$ cat src/rtl/dma_pkg.sv
// rtl/dma_pkg.sv - state encoding and constants shared by the data-memory DMA engine
package dma_pkg;

  localparam logic [2:0] ST_IDLE = 3'd0;
  localparam logic [2:0] ST_REQ  = 3'd1;
  localparam logic [2:0] ST_RD   = 3'd2;
  localparam logic [2:0] ST_WR   = 3'd3;
  localparam logic [2:0] ST_FIN  = 3'd4;

  localparam logic MODE_COPY = 1'b0;
  localparam logic MODE_FILL = 1'b1;

  localparam logic [31:0] WORD_STRIDE = 32'd4;
  localparam logic [31:0] IDLE_ADDR   = 32'h0000_0000;

endpackage

$ cat src/rtl/dmem_dma.sv
// rtl/dmem_dma.sv - bus-initiator DMA engine copying or filling word blocks on the data-memory bus
// Flat FSM plus src/dst/remaining counters; bus strobes are gated by grant so no beat leaks while ungranted.
module dmem_dma
  import dma_pkg::*;
#(
  parameter int          CNT_W     = 16,
  parameter logic [31:0] IDLE_ADDR = dma_pkg::IDLE_ADDR
) (
  input  logic             clk,
  input  logic             reset_n,
  input  logic             start,
  input  logic             mode,
  input  logic [31:0]      src_addr,
  input  logic [31:0]      dst_addr,
  input  logic [CNT_W-1:0] count,
  input  logic [31:0]      fill_data,
  output logic             busy,
  output logic             done,
  output logic             err,
  output logic [31:0]      err_addr,
  output logic             irq,
  input  logic             irq_clr,
  output logic             bus_req,
  input  logic             bus_gnt,
  output logic             bus_rd,
  output logic             bus_wr,
  output logic [31:0]      bus_addr,
  output logic [31:0]      bus_wdata,
  input  logic [31:0]      bus_rdata,
  input  logic             bus_acc
);

  logic [2:0]       state;
  logic [31:0]      src_q;
  logic [31:0]      dst_q;
  logic [31:0]      buf_q;
  logic [31:0]      fill_q;
  logic [CNT_W-1:0] rem_q;
  logic             mode_q;

  logic rd_beat;
  logic wr_beat;

  assign rd_beat = (state == ST_RD) && bus_gnt;
  assign wr_beat = (state == ST_WR) && bus_gnt;

  assign bus_req = (state == ST_REQ) || (state == ST_RD) || (state == ST_WR);
  assign bus_rd  = rd_beat;
  assign bus_wr  = wr_beat;

  // Park the bus on an unmapped address whenever no beat is in flight.
  always_comb begin
    bus_addr  = IDLE_ADDR;
    bus_wdata = 32'h0;
    if (rd_beat) begin
      bus_addr = src_q;
    end else if (wr_beat) begin
      bus_addr  = dst_q;
      bus_wdata = (mode_q == MODE_FILL) ? fill_q : buf_q;
    end
  end

  always_ff @(posedge clk or negedge reset_n) begin
    if (!reset_n) begin
      state    <= ST_IDLE;
      src_q    <= 32'h0;
      dst_q    <= 32'h0;
      buf_q    <= 32'h0;
      fill_q   <= 32'h0;
      rem_q    <= '0;
      mode_q   <= MODE_COPY;
      busy     <= 1'b0;
      done     <= 1'b0;
      err      <= 1'b0;
      err_addr <= 32'h0;
      irq      <= 1'b0;
    end else begin
      done <= 1'b0;
      err  <= 1'b0;
      // Later assignments to irq in this block win, so a set beats a same-cycle clear.
      if (irq_clr) irq <= 1'b0;

      case (state)
        ST_IDLE: begin
          if (start) begin
            src_q  <= src_addr;
            dst_q  <= dst_addr;
            rem_q  <= count;
            mode_q <= mode;
            fill_q <= fill_data;
            if (dst_addr[1:0] != 2'b00) begin
              err      <= 1'b1;
              err_addr <= dst_addr;
              irq      <= 1'b1;
            end else if ((mode == MODE_COPY) && (src_addr[1:0] != 2'b00)) begin
              err      <= 1'b1;
              err_addr <= src_addr;
              irq      <= 1'b1;
            end else if (count == '0) begin
              done <= 1'b1;
              irq  <= 1'b1;
            end else begin
              busy  <= 1'b1;
              state <= ST_REQ;
            end
          end
        end

        ST_REQ: begin
          if (bus_gnt) state <= (mode_q == MODE_COPY) ? ST_RD : ST_WR;
        end

        ST_RD: begin
          if (bus_gnt) begin
            if (!bus_acc) begin
              err      <= 1'b1;
              err_addr <= src_q;
              irq      <= 1'b1;
              busy     <= 1'b0;
              state    <= ST_IDLE;
            end else begin
              buf_q <= bus_rdata;
              state <= ST_WR;
            end
          end
        end

        ST_WR: begin
          if (bus_gnt) begin
            dst_q <= dst_q + WORD_STRIDE;
            if (mode_q == MODE_COPY) src_q <= src_q + WORD_STRIDE;
            rem_q <= rem_q - CNT_W'(1);
            if (rem_q == CNT_W'(1)) begin
              done  <= 1'b1;
              irq   <= 1'b1;
              busy  <= 1'b0;
              state <= ST_FIN;
            end else if (mode_q == MODE_COPY) begin
              state <= ST_RD;
            end
          end
        end

        ST_FIN: state <= ST_IDLE;

        default: state <= ST_IDLE;
      endcase
    end
  end

endmodule

$ cat config.mk
export PLATFORM = sky130hd
export DESIGN_NAME = dmem_dma
export DESIGN_NICKNAME = d
export VERILOG_FILES = /design/src/rtl/dma_pkg.sv /design/src/rtl/dmem_dma.sv
export SDC_FILE = /design/constraint.sdc
export NUM_CORES = 1
export LEC_CHECK = 0
export BUFFER_PORTS_ARGS = -buffer_cell sky130_fd_sc_hd__buf_2
export CORE_ASPECT_RATIO = 1.1
export CORE_UTILIZATION = 35
export DETAILED_ROUTE_END_ITERATION = 6
export SYNTH_ARGS = -nofsm -noshare
export SYNTH_HDL_FRONTEND = slang
export SYNTH_SLANG_ARGS = --single-unit
$ cat constraint.sdc
create_clock -name clk -period 4.9 [get_ports clk]
set_input_delay 0.245 -clock clk [delete_from_list [all_inputs] [get_ports clk]]
set_output_delay 0.245 -clock clk [all_outputs]
set_load 0.01 [all_outputs]
==> results <==
- The number of cells on the worst reg-to-reg path is 6.
- In this run the deepest clock path goes through 2 buffers.
- The final routed wirelength across all metal layers is roughly 33,000 µm.
- At the pin with the least slew margin, the transition time is 1160 ps.
- The number of I/O port buffers is roughly 250.
- The HPWL reported at the end of detailed placement is 22,900 µm.
- The first global-routing pass estimated roughly 53,000 µm of wire.
- The run finished, with violations left.
- The clock tree synthesis step divided the H-tree into 4 levels.
- The residual antenna-violating net count after detailed routing is 0.
- The worst slew slack as a fraction of its limit is 0.223.
- In the final layout, the share of cells above drive strength 1 is 0.263.
- The wire length per cell is about 19 µm.
- The number of flops mapped to enable cells by yosys is 0.
- The peak fanout along the critical path is 34.
- The CTS sink count is approximately 180.
- The amount of wire on met2 after detailed routing is 15,400 µm.
- The number of nets in the synthesized netlist is ~1.3k.
- In the synthesized netlist the async set-or-reset flop fraction comes to 1.00.
- The insertion delay to the later sink of the worst-skew pair is around 440 ps.
- The warning count from the yosys run is 0.
- For this run, the total global-route usage over all layers was measured as 0.221.
- The number of setup buffers added after CTS is 0.
- The core utilization of the finished layout is 0.440.
- In the finished design, the share of the clock period the worst path needs comes to 0.758.
- Adding up every negative setup slack in the final design gives 0 ps.
- The placeable core area is just under 30,000 µm².
- The share of the Yosys chip area taken by registers is 0.442.
- The critical path capture point type is a primary output.
- Entering global routing, the biggest net connects roughly 120 pins.
- The number of global-route vias before repair was about 9.6k.
- The time the worst path needs with I/O delays and setup is roughly 3700 ps.
- The number of failing hold endpoints at the final stage came to 46.
- The initial antenna violation count was 5.
- After the first detailed-routing iteration, the DRC count stood at between 700 and 800.
- In this run, post-CTS hold repair placed 25 buffers.
- The average instance in the mapped netlist occupies roughly 9 µm².
- The CTS buffer count is 17.
- Setup repair after global routing left no endpoint under its margin.
- The data required time of the worst path is around 4700 ps.
- The worst ir drop on vdd is 373 µV.
- The startpoint identified for the worst register-to-register timing path is state[1].
- For this run, the top clock speed supported by timing is around 270 MHz.
- The checks that failed: DRC, hold timing.
- In this run the critical register-to-register path is captured at buf_q[4].
- The placement row count is 65.
- The amount of wire on met3 after detailed routing is approximately 2500 µm.
- Tracing the worst setup path back leads to its startpoint at state[2].
- Setup violations remaining at the end of the flow were counted as 0.
- The leakage component of the power is approximately 5.8 nW.
- The power density over the cells is approximately 630 nW/µm².
- The die is 167 µm wide.
- The detailed-route DRC error count is 15.
- In this run the cell area of the synthesized design comes to approximately 10,000 µm².
- The number of pins exceeding their max-slew limit in the final report is 0.
- The highest layer touched by signal routing is met5.
- The congestion estimate from routability-driven global placement came to 0.864.
- The number of gates resized after CTS is 0.
- Relative to the synthesized area, the layout overhead comes to 22.3%.
- Synthesis handed over a netlist of 1,156 instances.
- In this run, synthesis produced a sequential element count of about 180.
- The CTS clock-pin slew for the worst setup and hold paths is approximately 70 ps.
- The startpoint class of the critical path is a flip-flop.
- For this run, the post-layout net count is between 1.5k and 2k.
- The critical path capture point is bus_addr[6].
- The initial standard-cell utilization of the core is 0.360.
- The root buffer cell chosen for the clock tree is clkbuf_16.
- The I/O pin total is about 250.
- The total instance count after detailed placement is around 1.7k.
- The floorplan step set the die height to between 150 and 200 µm.
- The top cell types in the final layout, fill and taps aside, are buf_2, nand2_1, dfrtp_1.
- Global routing finished with a remaining overflow of 0.
- The die outline area is between 30,000 and 40,000 µm².
- The via density per instance is about 5.5.
- The filler-free cell count of the finished design is about 1.8k.
- The detailed-routing iteration count for the pre-antenna-repair pass is 7.
- The detailed router put a total of roughly 15,000 µm of wire on met1.
- The detailed-route via count is a little under 10k.
- TritonCTS built the clock tree.
- The worst-case hold slack is -55.3 ps.
- In this run the worst hold path is classified as input port to asynchronous set/reset pin.
- The number of distinct library cells after synthesis is 77.
- The number of max-cap violations is 0.
- The clock tree skew after final layout is approximately 16 ps.
- The signal arrival time at the worst endpoint is about 3500 ps.
- The slack of the worst reg-to-reg path is approximately 1800 ps.
- The most common library cell in the layout ignoring fill and taps is buf_2.
- The worst setup path category is flip-flop to primary output.
- The number of antenna cells inserted is 0.
- The primary flip-flop cell chosen by synthesis mapping is dfrtp_1.
## power by group
part	total [mW]	leakage (nW)	internal, mW	switching [mW]
sequential	3.01	2.20	2.27	0.740
combinational	3.68	3.32	1.53	2.14
clock	1.39	0.281	0.755	0.631
## worst max-delay path, stage by stage (launching register included)
cell      delay [ps]
dfrtp_1          590
and3b_4          270
nand2_1           60
buf_4            350
clkinv_1        1010
a22o_1           580
buf_2            140
## cells in the mapped netlist, types with 5 or more instances
cell type | count | share of area
a21oi_1 | 77 | 0.037
a22o_1 | 29 | 0.024
a2bb2oi_1 | 14 | 0.012
a31oi_1 | 10 | 0.0060
and3_1 | 11 | 0.0066
and4_1 | 6 | 0.0050
buf_1 | 12 | 0.0043
buf_2 | 33 | 0.016
clkbuf_1 | 39 | 0.014
dfrtp_1 | 184 | 0.44
inv_1 | 14 | 0.0050
mux2_1 | 28 | 0.030
mux2_2 | 37 | 0.040
mux2i_1 | 63 | 0.060
nand2_1 | 213 | 0.077
nand3_1 | 39 | 0.019
nand4_1 | 13 | 0.0078
nor2_1 | 80 | 0.029
nor3_1 | 25 | 0.012
nor4_1 | 10 | 0.0060
o21a_1 | 5 | 0.0036
o21ai_0 | 85 | 0.041
o22a_1 | 11 | 0.0092
o22ai_1 | 21 | 0.013
or3_1 | 9 | 0.0054
## routing by layer
metal  GRT usage  vias up
li1            -     4607
met1       0.293     4713
met2       0.359      390
met3      0.0527       45
met4      0.0644        8
met5           0        -
## cells by family (layout without fill, tap and decap cells)
family	count (synthesis)	count (layout)	share of synthesized area
mux	128	128	0.131
flops	184	184	0.442
fa+ha+maj	4	4	0.00480
simple gates	437	437	0.195
compound gates	299	299	0.185
buf+inv	104	340	0.0432
## cell type report
class	instances	area [µm²]
Fill cell	2874	16200
Multi-Input combinational cell	868	5410
Sequential cell	184	4610
Timing Repair Buffer	293	1640
Clock buffer	21	480
Tap cell	368	460
Clock inverter	10	95.1
Inverter	16	60.1
## flip-flops by register name, indices dropped and copies added, names as in the netlist
signal and count:
buf_q 32, mode_q 1, rem_q 16, done 1
err_addr 32, busy 1, irq 1, fill_q 32
dst_q 32, src_q 32, err 1, state 3
## per-stage QoR
stage | power [mW] | instance area, µm² | setup slack [ps]
finish | 8.07 | 12700 | 1190
floorplan | 5.48 | 10400 | 2990
CTS | 8.11 | 12700 | 1230
detailed placement | 6.69 | 11900 | 1700
global route | 8.70 | 12700 | 974
global placement | 6.60 | 11900 | 1810
## worst min-delay path by stage
stage / startpoint / end / slack (ps) / cells after the start
detailed placement: fill_data[30] / fill_q[30] / 440 / 3
finish: reset_n / err_addr[7] / -60 / 1
CTS: fill_data[21] / fill_q[21] / 0.9 / 3
floorplan: reset_n / buf_q[0] / -50 / 0
global placement: fill_data[12] / fill_q[12] / 440 / 3
global route: bus_rdata[31] / buf_q[31] / 20 / 2
(Power assumes the default switching activity.)
